## config.mk

```make
export PLATFORM = sky130hd
export DESIGN_NAME = multiplicador_6_bits
export DESIGN_NICKNAME = d
export VERILOG_FILES = /design/src/rtl/mult_pkg.sv /design/src/rtl/seg7_decoder.sv /design/src/rtl/multiplicador_6_bits.sv
export SDC_FILE = /design/constraint.sdc
export NUM_CORES = 1
export LEC_CHECK = 0
export CORE_MARGIN = 2
export CORE_UTILIZATION = 26
export DETAILED_ROUTE_END_ITERATION = 6
export PLACE_DENSITY = 0.41
export SLEW_MARGIN = 0
export SYNTH_ARGS = -nofsm -noshare
export SYNTH_HDL_FRONTEND = slang
export SYNTH_SLANG_ARGS = --single-unit
```

## constraint.sdc

```tcl
create_clock -name clk -period 7.96 [get_ports clk]
set_input_delay 0.796 -clock clk [delete_from_list [all_inputs] [get_ports clk]]
set_output_delay 0.796 -clock clk [all_outputs]
set_load 0.05 [all_outputs]
```

## src/rtl/mult_pkg.sv

```systemverilog
// Shared definitions for the sequential signed 6x6 multiplier:
// FSM state encoding, datapath widths and seven-segment glyphs.
package mult_pkg;

    localparam int OP_W  = 6;
    localparam int RES_W = 12;
    localparam int ITER  = 6;

    typedef enum logic [1:0] {
        IDLE = 2'd0,
        LOAD = 2'd1,
        CALC = 2'd2,
        DONE = 2'd3
    } state_t;

    // Active-low segments, bit order {g,f,e,d,c,b,a}
    localparam logic [6:0] SEG_0     = 7'b1000000;
    localparam logic [6:0] SEG_1     = 7'b1111001;
    localparam logic [6:0] SEG_2     = 7'b0100100;
    localparam logic [6:0] SEG_3     = 7'b0110000;
    localparam logic [6:0] SEG_4     = 7'b0011001;
    localparam logic [6:0] SEG_5     = 7'b0010010;
    localparam logic [6:0] SEG_6     = 7'b0000010;
    localparam logic [6:0] SEG_7     = 7'b1111000;
    localparam logic [6:0] SEG_8     = 7'b0000000;
    localparam logic [6:0] SEG_9     = 7'b0010000;
    localparam logic [6:0] SEG_BLANK = 7'b1111111;
    localparam logic [6:0] SEG_MINUS = 7'b0111111;

    // Magnitude of a two's-complement operand; -32 maps to 32 (6'b100000).
    function automatic logic [OP_W-1:0] abs_op(input logic [OP_W-1:0] v);
        logic [OP_W-1:0] r;
        if (v[OP_W-1]) begin
            r = ~v + 6'd1;
        end else begin
            r = v;
        end
        return r;
    endfunction

endpackage

```

## src/rtl/seg7_decoder.sv

```systemverilog
// BCD digit to active-low seven-segment pattern {g,f,e,d,c,b,a}.
// Non-decimal codes blank the digit.
module seg7_decoder
    import mult_pkg::*;
(
    input  logic [3:0] digit,
    output logic [6:0] seg
);

    // Digit lookup
    always_comb begin
        seg = SEG_BLANK;
        case (digit)
            4'd0:    seg = SEG_0;
            4'd1:    seg = SEG_1;
            4'd2:    seg = SEG_2;
            4'd3:    seg = SEG_3;
            4'd4:    seg = SEG_4;
            4'd5:    seg = SEG_5;
            4'd6:    seg = SEG_6;
            4'd7:    seg = SEG_7;
            4'd8:    seg = SEG_8;
            4'd9:    seg = SEG_9;
            default: seg = SEG_BLANK;
        endcase
    end

endmodule

```

## src/rtl/multiplicador_6_bits.sv

```systemverilog
// Sequential signed 6x6 shift-add multiplier with sign-magnitude result.
// Operand magnitudes are multiplied over six iterations; the sign is
// applied as a separate flag, and a zero product is never flagged negative.
// Optional feature macro: MULT_HEX_DISPLAY_EN adds HEX_0..HEX_4 outputs that
// show the result in decimal on five seven-segment digits.
module multiplicador_6_bits
    import mult_pkg::*;
(
    input  logic             clk,
    input  logic             rst,
    input  logic [OP_W-1:0]  A,
    input  logic [OP_W-1:0]  B,
    input  logic             start,
    output logic [RES_W-1:0] c,
    output logic             neg,
    output logic             done
`ifdef MULT_HEX_DISPLAY_EN
    ,
    output logic [6:0]       HEX_0,
    output logic [6:0]       HEX_1,
    output logic [6:0]       HEX_2,
    output logic [6:0]       HEX_3,
    output logic [6:0]       HEX_4
`endif
);

    state_t           state_r;
    state_t           state_s;
    logic [RES_W-1:0] mcand_r;
    logic [OP_W-1:0]  mplier_r;
    logic [RES_W-1:0] acc_r;
    logic [2:0]       count_r;
    logic             sign_r;
    logic [RES_W-1:0] acc_next_s;
    logic             last_iter_s;

    assign acc_next_s  = acc_r + (mplier_r[0] ? mcand_r : 12'd0);
    assign last_iter_s = (count_r == 3'(ITER - 1));

    // FSM state register
    always_ff @(posedge clk or negedge rst) begin
        if (!rst) begin
            state_r <= IDLE;
        end else begin
            state_r <= state_s;
        end
    end

    // Next-state logic; DONE waits for start to drop so a held request runs once
    always_comb begin
        state_s = state_r;
        case (state_r)
            IDLE: begin
                if (start) begin
                    state_s = LOAD;
                end else begin
                    state_s = IDLE;
                end
            end
            LOAD: state_s = CALC;
            CALC: begin
                if (last_iter_s) begin
                    state_s = DONE;
                end else begin
                    state_s = CALC;
                end
            end
            DONE: begin
                if (!start) begin
                    state_s = IDLE;
                end else begin
                    state_s = DONE;
                end
            end
            default: state_s = IDLE;
        endcase
    end

    // Datapath: operand capture, shift-add iterations and result registers
    always_ff @(posedge clk or negedge rst) begin
        if (!rst) begin
            mcand_r  <= 12'd0;
            mplier_r <= 6'd0;
            acc_r    <= 12'd0;
            count_r  <= 3'd0;
            sign_r   <= 1'b0;
            c        <= 12'd0;
            neg      <= 1'b0;
            done     <= 1'b0;
        end else begin
            done <= (state_s == DONE);
            case (state_r)
                LOAD: begin
                    mcand_r  <= {6'd0, abs_op(A)};
                    mplier_r <= abs_op(B);
                    sign_r   <= A[OP_W-1] ^ B[OP_W-1];
                    acc_r    <= 12'd0;
                    count_r  <= 3'd0;
                end
                CALC: begin
                    acc_r    <= acc_next_s;
                    mcand_r  <= mcand_r << 1;
                    mplier_r <= mplier_r >> 1;
                    count_r  <= count_r + 3'd1;
                    if (last_iter_s) begin
                        c   <= acc_next_s;
                        neg <= sign_r & (acc_next_s != 12'd0);
                    end else begin
                        c   <= c;
                        neg <= neg;
                    end
                end
                default: begin
                    acc_r <= acc_r;
                end
            endcase
        end
    end

`ifdef MULT_HEX_DISPLAY_EN
    logic [15:0] bcd_s;

    // Double-dabble conversion of the registered magnitude to four BCD digits
    always_comb begin
        bcd_s = 16'd0;
        for (int i = RES_W - 1; i >= 0; i--) begin
            for (int d = 0; d < 4; d++) begin
                if (bcd_s[d*4 +: 4] >= 4'd5) begin
                    bcd_s[d*4 +: 4] = bcd_s[d*4 +: 4] + 4'd3;
                end else begin
                    bcd_s[d*4 +: 4] = bcd_s[d*4 +: 4];
                end
            end
            bcd_s = {bcd_s[14:0], c[i]};
        end
    end

    seg7_decoder u_seg0 (.digit(bcd_s[3:0]),   .seg(HEX_0));
    seg7_decoder u_seg1 (.digit(bcd_s[7:4]),   .seg(HEX_1));
    seg7_decoder u_seg2 (.digit(bcd_s[11:8]),  .seg(HEX_2));
    seg7_decoder u_seg3 (.digit(bcd_s[15:12]), .seg(HEX_3));

    assign HEX_4 = neg ? SEG_MINUS : SEG_BLANK;
`endif

endmodule

```

### After elaboration in Yosys (flattened, before gate mapping)

Cells that the tools add are included.

| storage, ports and cells | value |
|---|---|
| register bits | 50 |
| bits in latches | 0 |
| memory bits (writable) | 0 |
| memory bits (read-only) | 0 |
| input bits | 15 |
| output and inout port bits | 14 |
| word-level logic and storage cells | 37 |
| memories kept | 0 |

| operators by class | value |
|---|---|
| add/subtract/negate cells | 4 |
| multiply operators | 0 |
| divide/modulo/power cells | 0 |
| $lt $le $gt $ge | 0 |
| eq/ne operators | 5 |
| shift operators | 0 |
| multiplexer cells | 11 |
| bitwise operators | 4 |
| reduce and logical (&&, ||, !) cells | 4 |

Operators by type and width:

| cell | number |
|---|---|
| $pmux W12 S2 | 2 |
| $add A12 B12 Y12 | 1 |
| $add A6 B1 Y6 const B | 2 |
| $mux W12 | 1 |
| $mux W6 | 2 |
| $not A6 Y6 | 2 |
| $pmux W6 S2 | 1 |
| $reduce_bool A12 Y1 | 1 |
| $pmux W2 S4 | 1 |
| $eq A2 B2 Y1 const B | 3 |
| $pmux W3 S2 | 1 |
| $add A3 B1 Y3 const B | 1 |
| $eq A3 B3 Y1 const B | 1 |
| $eq A2 B1 Y1 const B | 1 |
| $logic_not A2 Y1 | 1 |
| $mux W1 | 2 |
| $mux W2 | 1 |
| $reduce_and A2 Y1 | 1 |
| $reduce_bool A2 Y1 | 1 |
| $and A1 B1 Y1 | 1 |
| $xor A1 B1 Y1 | 1 |

### Longest topological paths before layout

Gate-level depths: netlist (run 1).

| depth | value |
|---|---|
| depth in word-level cells | 4 |
| gate-level depth with buffers | 10 |
| gate-level depth less buffers | 9 |

### Worst setup path before layout (run 1)

OpenSTA, ideal clock, no wires.

| timing path | value |
|---|---|
| path type | register -> register |
| from | register mplier_r[0] |
| to | register neg |
| data arrival time | 2.465 ns |
| data required time | 7.822 ns |
| setup slack | 5.356 ns |
| cell stages (with the launch flop) | 11 |
| buffers on the path | 1 |
| cell sequence | dfrtp_1 > clkbuf_1 > and2_1 > ha_1 > fa_1 > a211oi_2 > nor3_2 > mux2i_1 > a2111oi_4 > and4b_1 > a41oi_1 |

| on the way | value |
|---|---|
| word-level cells in the longest chain between the ends | 4 |

Ends and longest elaborated chain:

| what | RTL line | text |
|---|---|---|
| start: declaration | multiplicador_6_bits.sv:30 | `logic [OP_W-1:0] mplier_r;` |
| start signal: assignment | multiplicador_6_bits.sv:95 | `mplier_r <= abs_op(B);` |
| start signal: assignment | multiplicador_6_bits.sv:103 | `mplier_r <= mplier_r >> 1;` |
| $mux W12 | multiplicador_6_bits.sv:37 | `assign acc_next_s = acc_r + (mplier_r[0] ? mcand_r : 12'd0);` |
| $add A12 B12 Y12 | multiplicador_6_bits.sv:37 |  |
| $reduce_bool A12 Y1 | multiplicador_6_bits.sv:107 | `neg <= sign_r & (acc_next_s != 12'd0);` |
| $and A1 B1 Y1 | multiplicador_6_bits.sv:107 |  |
| end signal: assignment | multiplicador_6_bits.sv:107 |  |
| end signal: assignment | multiplicador_6_bits.sv:110 | `neg <= neg;` |
| end: declaration | multiplicador_6_bits.sv:15 | `output logic neg,` |

No other way between the ends.
A chain may end at the register's enable or synchronous reset.

### Worst setup path in the final report (run 1)

Same ends and word-level chain as after synthesis.

==> results of run 1 <==
layer usage:
metal / up-vias / routed length, um / GRT usage (%) / share of wire (%)
li1: 1146 / - / - / -
met1: 1047 / 3360 / 15.5 / 50
met2: 31 / 3140 / 19.1 / 46
met3: 2 / 231 / 2.41 / 3.4
met4: 0 / 36 / 2.67 / 0.53
met5: - / 0 / 0 / 0
power by group:
part | leakage, nW | switching, mW | internal (mW) | total [mW]
Clock | 0.0694 | 0.0925 | 0.114 | 0.206
Combinational | 0.802 | 0.322 | 0.205 | 0.527
Sequential | 0.667 | 0.0532 | 0.325 | 0.378
critical path, stage by stage (launching register included):
cell and delay, ps:
dfrtp_1 480, and2_1 190, ha_1 220, fa_1 440
a211oi_2 300, nor3_2 90, mux2i_1 160, a2111oi_4 370
and4b_1 240, a41oi_1 110
sequential cells by signal, indices dropped and copies added, names as in the netlist:
| name | count |
|---|---|
| mplier_r | 6 |
| count_r | 3 |
| neg | 1 |
| c | 12 |
| acc_r | 12 |
| state_r | 2 |
| sign_r | 1 |
| done | 1 |
| mcand_r | 12 |
through the flow:
step	power, mW	util (%)	cells	hold WS (ps)	instance area [um^2]
floorplan	0.767	-	316	480	2950
global placement	0.916	30.8	474	462	3370
detailed placement	0.915	30.8	474	472	3370
CTS	1.13	32.1	481	487	3510
global route	1.21	32.1	481	518	3510
finish	1.11	32.1	481	475	3510
path summary, 6_finish.rpt:
| kind | endpoint | cells after the start |
|---|---|---|
| max | neg | 9 |
| min | c[4] | 2 |
| max reg2reg | neg | 9 |
| min reg2reg | c[4] | 2 |
| max in group asynchronous | mcand_r[6] | 2 |
| min in group asynchronous | c[2] | 2 |
logic make-up after synthesis:
kind of cell / after synthesis / share of synthesized area (%)
AND/OR/NAND/NOR: 89 / 15.2
buffers and inverters: 44 / 5.60
XOR/XNOR: 14 / 4.16
adder cells (fa/ha/maj): 20 / 8.74
flip-flops: 50 / 42.4
multiplexers: 16 / 5.86
AO/OA/AOI/OAI: 83 / 18.0
area by class of cell:
| type | count | area [um^2] |
|---|---|---|
| inverters | 31 | 116 |
| flip-flops and latches | 50 | 1250 |
| clock inverters | 2 | 10.0 |
| clock buffers | 5 | 125 |
| well taps | 140 | 175 |
| fillers | 1176 | 7430 |
| multi-input cells | 222 | 1530 |
| repair buffers | 31 | 298 |
cell usage after synthesis, drive strengths merged, types with 3 or more instances:
cell | count | area, um^2
xor2 | 8 | 70.1
and2 | 14 | 87.6
a211oi | 3 | 32.5
nor3 | 6 | 35.0
clkbuf | 11 | 41.3
o21ai | 39 | 195
inv | 31 | 116
a21oi | 12 | 60.1
nand3 | 15 | 80.1
o22ai | 10 | 62.6
dfrtp | 50 | 1250
mux2i | 6 | 60.1
xnor2 | 6 | 52.6
nand2 | 29 | 109
mux2 | 10 | 113
o21bai | 4 | 30.0
a21o | 4 | 30.0
nor2 | 12 | 45.0
ha | 19 | 238
==> run_results.csv, run 1 <==
group,metric,value,unit
clock_tree,cts_tree,"yes",
run_status,outcome,"finished clean",
logic_synthesis,syn_nets,351,
logic_synthesis,ys_ff_latch,50,
worst_setup_path,crit_path_start_kind,"flop",
timing,min_period,2750,ps
drt,vias,2226,
placement,dpl.hpwl,4800,um
timing,rsz0062_at_grt,"no",
final_layout,final_cell_mix,"dfrtp_1, o21ai_0, inv_1",
floorplan,fp.dieW,110,um
global_route,grt_first_pass_wirelength,11500,um
timing,skew,4.42,ps
timing,tns,0,ps
clock_tree,cts_resized,0,
final_layout,drive_above_1_share,7.92,%
logic_synthesis,synth_top_flop_cell,"dfrtp_1",
clock_tree,cts_buffers,5,
logic_synthesis,avgSynthCellArea,9.33,um^2
timing,drv_slew,0,
logic_synthesis,netlist_area,2950,um^2
floorplan,num_rows,38,
clock_tree,clkLatencyLatePin,290,ps
drt,first_pass_iters,4,
job,maxCapViolCount,0,
logic_synthesis,ys_types,45,
clock_tree,cts_hold_buf,0,
timing,fmax,363,MHz
worst_setup_path,r2r_slack,5210,ps
timing,worstMarginPinSlew,960,ps
clock_tree,clock_path_buffers,2,
timing,finalHoldViolations,0,
worst_setup_path,critPathRequiredTime,8110,ps
final_layout,nNetsFinal,376,
pwr,peakVddDrop,0.000102,V
global_route,grt_max_degree,51,
pwr,p_leak,1.54,nW
clock_tree,cts.sinks,50,
final_layout,diodes,0,
global_route,grtUsageTotal,11.5,%
global_route,antenna_found_initial,0,
floorplan,ios,29,
logic_synthesis,async_flop_share,100,%
timing,post-route-period-util,34.6,%
placement,gp_congestion,0.784,
clock_tree,cts.clk_slew.worst_paths,70,ps
floorplan,fp.coreArea,10900,um^2
timing,fin_ws,5210,ps
logic_synthesis,ys_seq_area_share,42.4,%
clock_tree,post-cts-setup-buffers,0,
floorplan,dieHeight,110,um
drt,dr.first_iter.drc_count,58,
drt,drt-total-wl,6770,um
drt,antenna_left,0,
worst_setup_path,cp-end-kind,"flop",
worst_setup_path,timing.rr.start,"mplier_r[0]",
clock_tree,root_buffer,"clkbuf_16",
timing,relSlewSlack,35.8,%
floorplan,die_area,12200,um^2
floorplan,start_util,27.0,%
global_route,grt_pass1_vias,2312,
logic_synthesis,synth_edf_count,0,
clock_tree,htreeDepth,2,
final_layout,final_common_cell,"dfrtp_1",
worst_setup_path,crit_start,"mplier_r[0]",
drt,drc,0,
timing,setup_viol,0,
drt,wl_per_cell,14.1,um
global_route,grt_overflow_total,0,
placement,post-place-ws,5200,ps
logic_synthesis,syn-instance-count,316,
min_path,hp-start,"c[4]",
final_layout,area_delta_synth_final,19.0,%
logic_synthesis,yosysWarnings,0,
drt,post_drt_via_cell_ratio,4.63,
placement,io_buffers,28,
min_path,min_path_type,"reg2reg",
worst_setup_path,critPathMaxFanout,13,
worst_setup_path,arrival,2910,ps
worst_setup_path,worstSetupPathType,"reg2reg",
pwr,p_per_area,317,nW/um^2
No activity file was read; power rests on OpenSTA's default activity.
==> inputs of run 2 (changes only) <==
Settings changed: PLACE_DENSITY 0.41 to 0.42.
Clock period 7.96 ns to 2.3 ns, I/O delays scaled along.
==> run_results.csv, run 2 (same netlist as run 1, synthesis figures left out) <==
group,metric,value,unit
run_status,outcome,"finished with violations",
run_status,violations,"negative setup slack",
drt,wl_per_cell,12.9,um
worst_setup_path,r2r_slack,-0.5,ps
drt,antenna_left,0,
floorplan,fp.coreArea,10900,um^2
global_route,grt_pass1_vias,2378,
timing,setup_viol,1,
worst_setup_path,path_buf_inv,0,
timing,relSlewSlack,64.0,%
placement,dpl.hpwl,5150,um
final_layout,drive_above_1_share,18.3,%
worst_setup_path,arrival,2460,ps
min_path,min_path_type,"in2async",
clock_tree,cts_buffers,5,
pwr,p_total,4.27,mW
worst_setup_path,cpMaxStageDelayCell,"dfrtp_1",
global_route,antenna_found_initial,0,
final_layout,area_delta_synth_final,29.8,%
global_route,grtUsageTotal,11.5,%
global_route,grt_max_degree,29,
pwr,p_per_area,1120,nW/um^2
timing,drv_slew,0,
clock_tree,cts.clk_slew.worst_paths,60,ps
worst_setup_path,critical_path.max_stage_delay,400,ps
placement,io_buffers,28,
final_layout,top_regs,"acc_r (12), c (12), mcand_r (12)",
drt,vias,2353,
final_layout,fill_cells,1153,
timing,post-route-period-util,100,%
drt,post_drt_via_cell_ratio,4.60,
drt,drt-total-wl,6600,um
floorplan,start_util,27.0,%
final_layout,nNetsFinal,407,
timing,worstMarginPinSlew,539,ps
clock_tree,cts_tree,"yes",
timing,rsz0062_at_grt,"yes",
timing,fin_ws,-0.472,ps
placement,place_area,3600,um^2
floorplan,ios,29,
global_route,grt_overflow_total,0,
worst_setup_path,cp-end-kind,"flop",
clock_tree,clock_path_buffers,2,
placement,post-place-ws,-76.0,ps
floorplan,dieHeight,110,um
final_layout,final_cell_mix,"dfrtp_1, o21ai_0, buf_4",
clock_tree,root_buffer,"clkbuf_16",
timing,fmax,435,MHz
clock_tree,htreeDepth,2,
job,maxCapViolCount,0,
worst_setup_path,timing.rr.end,"neg",
final_layout,diodes,0,
timing,skew,3.91,ps
worst_setup_path,crit_path_start_kind,"flop",
global_route,grt_first_pass_wirelength,11600,um
timing,min_period,2300,ps
floorplan,die_area,12200,um^2
drt,drc,0,
drt,first_pass_iters,4,
timing,finalHoldViolations,0,
floorplan,fp.dieW,110,um
final_layout,final_area,3830,um^2
pwr,peakVddDrop,0.000366,V
pwr,p_leak,1.70,nW
worst_setup_path,rr_worst_depth,9,
worst_setup_path,critPathMaxFanout,4,
final_layout,final_common_cell,"dfrtp_1",
worst_setup_path,timing.rr.start,"mplier_r[0]",
floorplan,num_rows,38,
worst_setup_path,cpLargestDelayFamily,"compound AO/OA/AOI/OAI gates",
clock_tree,cts.sinks,50,
timing,tns,-0.472,ps
drt,dr.first_iter.drc_count,82,
worst_setup_path,worstSetupPathType,"reg2reg",
worst_setup_path,critPathRequiredTime,2460,ps
worst_setup_path,crit_chain,"and2_4 > ha_4 > fa_2 > a211oi_4 > nor3_2 > mux2i_2 > a2111oi_4 > and4b_1 > a41oi_1",
clock_tree,clkLatencyLatePin,280,ps
placement,gp_congestion,0.791,
## run 2: cell count changes in the layout (fill, tap and decap cells not counted), sizes merged
| cell | change |
|---|---|
| buf | +30 |
| clkbuf | +2 |
| clkinv | -2 |
| dlygate4sd3 | +1 |
## run 2: through the flow
stage,utilization [%],std cells,hold WS [ps]
after floorplan,-,316,-65.6
final,35.0,512,460
after detailed placement,32.9,502,252
after global routing,35.0,512,515
after CTS,34.4,510,484
after global placement,32.9,502,253
## run 2: worst max-delay path by stage
stage	startpoint	endpoint	slack, ps	cells after the start
after floorplan	mplier_r[0]	neg	-100	10
after global placement	mplier_r[0]	neg	-50	9
after detailed placement	mplier_r[0]	neg	-80	9
after CTS	mplier_r[0]	neg	-30	9
after global routing	mplier_r[0]	neg	-190	9
final	mplier_r[0]	neg	-0.5	9
## run 2: routing by layer
metal	vias up	track usage, %	wire, um
li1	1210	-	-
met1	1095	16.1	3330
met2	40	18.4	2990
met3	8	2.25	208
met4	0	2.75	70
met5	-	0	0
## run 2: report_power, final
| part | internal (mW) | leakage (nW) | switching, mW |
|---|---|---|---|
| combinational | 1.04 | 0.966 | 1.23 |
| sequential | 1.13 | 0.667 | 0.172 |
| clock | 0.398 | 0.0640 | 0.299 |
| total | 2.56 | 1.70 | 1.71 |
## run 2: area by class of cell
class                      instances  area, um^2  area share, %
timing repair buffer              62         546           14.3
inverter                          31         116           3.04
tap                              140         175           4.58
sequential                        50        1250           32.7
clock buffer                       7         133           3.47
multi-input combinational        222        1610           42.0
## run 2: what timing repair did
action / 4_1_cts / 5_1_grt
pin swaps: 2 / 4
gates resized for setup: 3 / 14
hold buffers: 1 / 0
setup buffers: 0 / 2
endpoints found under the setup margin: 7 / 13
hold endpoints to repair: 22 / 0
==> inputs of run 3 (changes only) <==
Settings changed: PLACE_DENSITY 0.42 to 0.46.
==> run_results.csv, run 3 (same netlist as run 1, synthesis figures left out) <==
group,metric,value,unit
placement,dpl.hpwl,5060,um
timing,skew,5.18,ps
clock_tree,htreeDepth,2,
drt,drc,0,
global_route,antenna_found_initial,0,
worst_setup_path,critical_path.max_stage_delay,400,ps
pwr,p_per_area,1120,nW/um^2
timing,finalHoldViolations,26,
clock_tree,cts.clk_slew.worst_paths,70,ps
global_route,grt_pass1_vias,2410,
drt,vias,2316,
global_route,grt_max_degree,28,
clock_tree,cts_buffers,5,
floorplan,num_rows,38,
worst_setup_path,path_buf_inv,0,
clock_tree,clkLatencyLatePin,290,ps
clock_tree,clock_path_buffers,2,
drt,dr.first_iter.drc_count,89,
run_status,violations,"negative hold slack, negative setup slack",
floorplan,die_area,12200,um^2
timing,relSlewSlack,54.2,%
worst_setup_path,cp-end-kind,"flop",
drt,antenna_left,0,
final_layout,final_cell_mix,"dfrtp_1, o21ai_0, inv_1, buf_4, nand2_1",
timing,fmax,434,MHz
drt,first_pass_iters,4,
final_layout,nNetsFinal,405,
floorplan,dieHeight,110,um
worst_setup_path,crit_path_start_kind,"flop",
placement,io_buffers,28,
timing,rsz0062_at_grt,"yes",
run_status,outcome,"finished with violations",
timing,worstMarginPinSlew,686,ps
global_route,grt_first_pass_wirelength,11300,um
final_layout,top_regs,"acc_r (12), c (12), mcand_r (12)",
final_layout,final_core_util,34.9,%
worst_setup_path,worstSetupPathType,"reg2reg",
timing,post-route-period-util,100,%
worst_setup_path,critPathMaxFanout,4,
timing,setup_viol,1,
pwr,peakVddDrop,0.000400,V
global_route,grt_overflow_total,0,
final_layout,drive_above_1_share,18.1,%
placement,dp.cells,502,
worst_setup_path,cpLargestDelayFamily,"compound AO/OA/AOI/OAI gates",
clock_tree,cts_tree,"yes",
timing,tns,-6.27,ps
drt,post_drt_via_cell_ratio,4.53,
timing,fin_ws,-6.27,ps
worst_setup_path,cpMaxStageDelayCell,"dfrtp_1",
pwr,p_total,4.28,mW
job,maxCapViolCount,0,
floorplan,fp.coreArea,10900,um^2
drt,wl_per_cell,12.9,um
final_layout,diodes,0,
timing,drv_slew,0,
final_layout,area_delta_synth_final,29.4,%
global_route,grtUsageTotal,11.3,%
final_layout,fin_cells,511,
min_path,min_path_type,"in2async",
clock_tree,cts.sinks,50,
worst_setup_path,critPathRequiredTime,2460,ps
floorplan,fp.dieW,110,um
floorplan,start_util,27.0,%
floorplan,ios,29,
clock_tree,root_buffer,"clkbuf_16",
placement,gp_congestion,0.813,
drt,drt-total-wl,6580,um
timing,timing.hold.ws,-21.1,ps
worst_setup_path,r2r_slack,-6,ps
pwr,p_leak,1.69,nW
worst_setup_path,arrival,2460,ps
final_layout,final_common_cell,"dfrtp_1",
timing,min_period,2310,ps
clock_tree,cts_hold_buf,0,
worst_setup_path,crit_chain,"and2_4 > ha_4 > fa_2 > a211oi_4 > nor3_2 > mux2i_2 > a2111oi_4 > and4b_1 > a41oi_1",
-- run 3: worst paths after layout --
kind                        startpoint           to  depth (start not counted)
setup reg to reg           mplier_r[0]          neg                          9
hold reg to reg                   c[3]         c[3]                          2
hold / removal                     rst  mplier_r[3]                          1
min in group clk                  c[3]         c[3]                          2
max in group asynchronous          rst         c[3]                          2
setup / recovery           mplier_r[0]          neg                          9
-- run 3: layer usage --
metal / share of wire [%] / track usage, % / routed length, um
met3: 2.4 / 2.14 / 161
met2: 46 / 18.8 / 3040
met4: 0.71 / 2.67 / 47
met5: 0 / 0 / 0
met1: 51 / 15.3 / 3330
-- run 3: power breakdown --
group	switching [mW]	leakage, nW	internal (mW)
sequential	0.165	0.667	1.12
clock	0.315	0.0739	0.432
combinational	1.22	0.953	1.02
total	1.70	1.69	2.57
-- run 3: area by class of cell --
class                   instances  area, um^2
clock inverters                 1        5.00
clock buffers                   7         143
well taps                     140         175
multi-input cells             222        1600
flip-flops and latches         50        1250
inverters                      31         116
fillers                      1112        7120
repair buffers                 60         528
-- run 3: per-stage QoR --
step	area, um^2	worst slack (ps)
6_report	3810	-6.27
4_1_cts	3770	-13.2
3_5_place_dp	3600	-64.0
3_3_place_gp	3600	-39.0
5_1_grt	3810	-151
2_1_floorplan	2950	-104
-- run 3: what timing repair did --
item / in CTS / in global routing
gates resized for setup: 3 / 11
pin swaps: 2 / 5
setup endpoints to repair: 5 / 12
hold endpoints to repair: 0 / 0
setup buffers: 0 / 1
-- run 3: worst register-to-register path, delay by kind of cell (launching register included) --
kind / cells / cell delay (ps)
DFF: 1 / 400
and+or+nand+nor: 3 / 480
AOI/OAI and AO/OA: 3 / 580
adders and majority gates: 2 / 550
muxes: 1 / 170
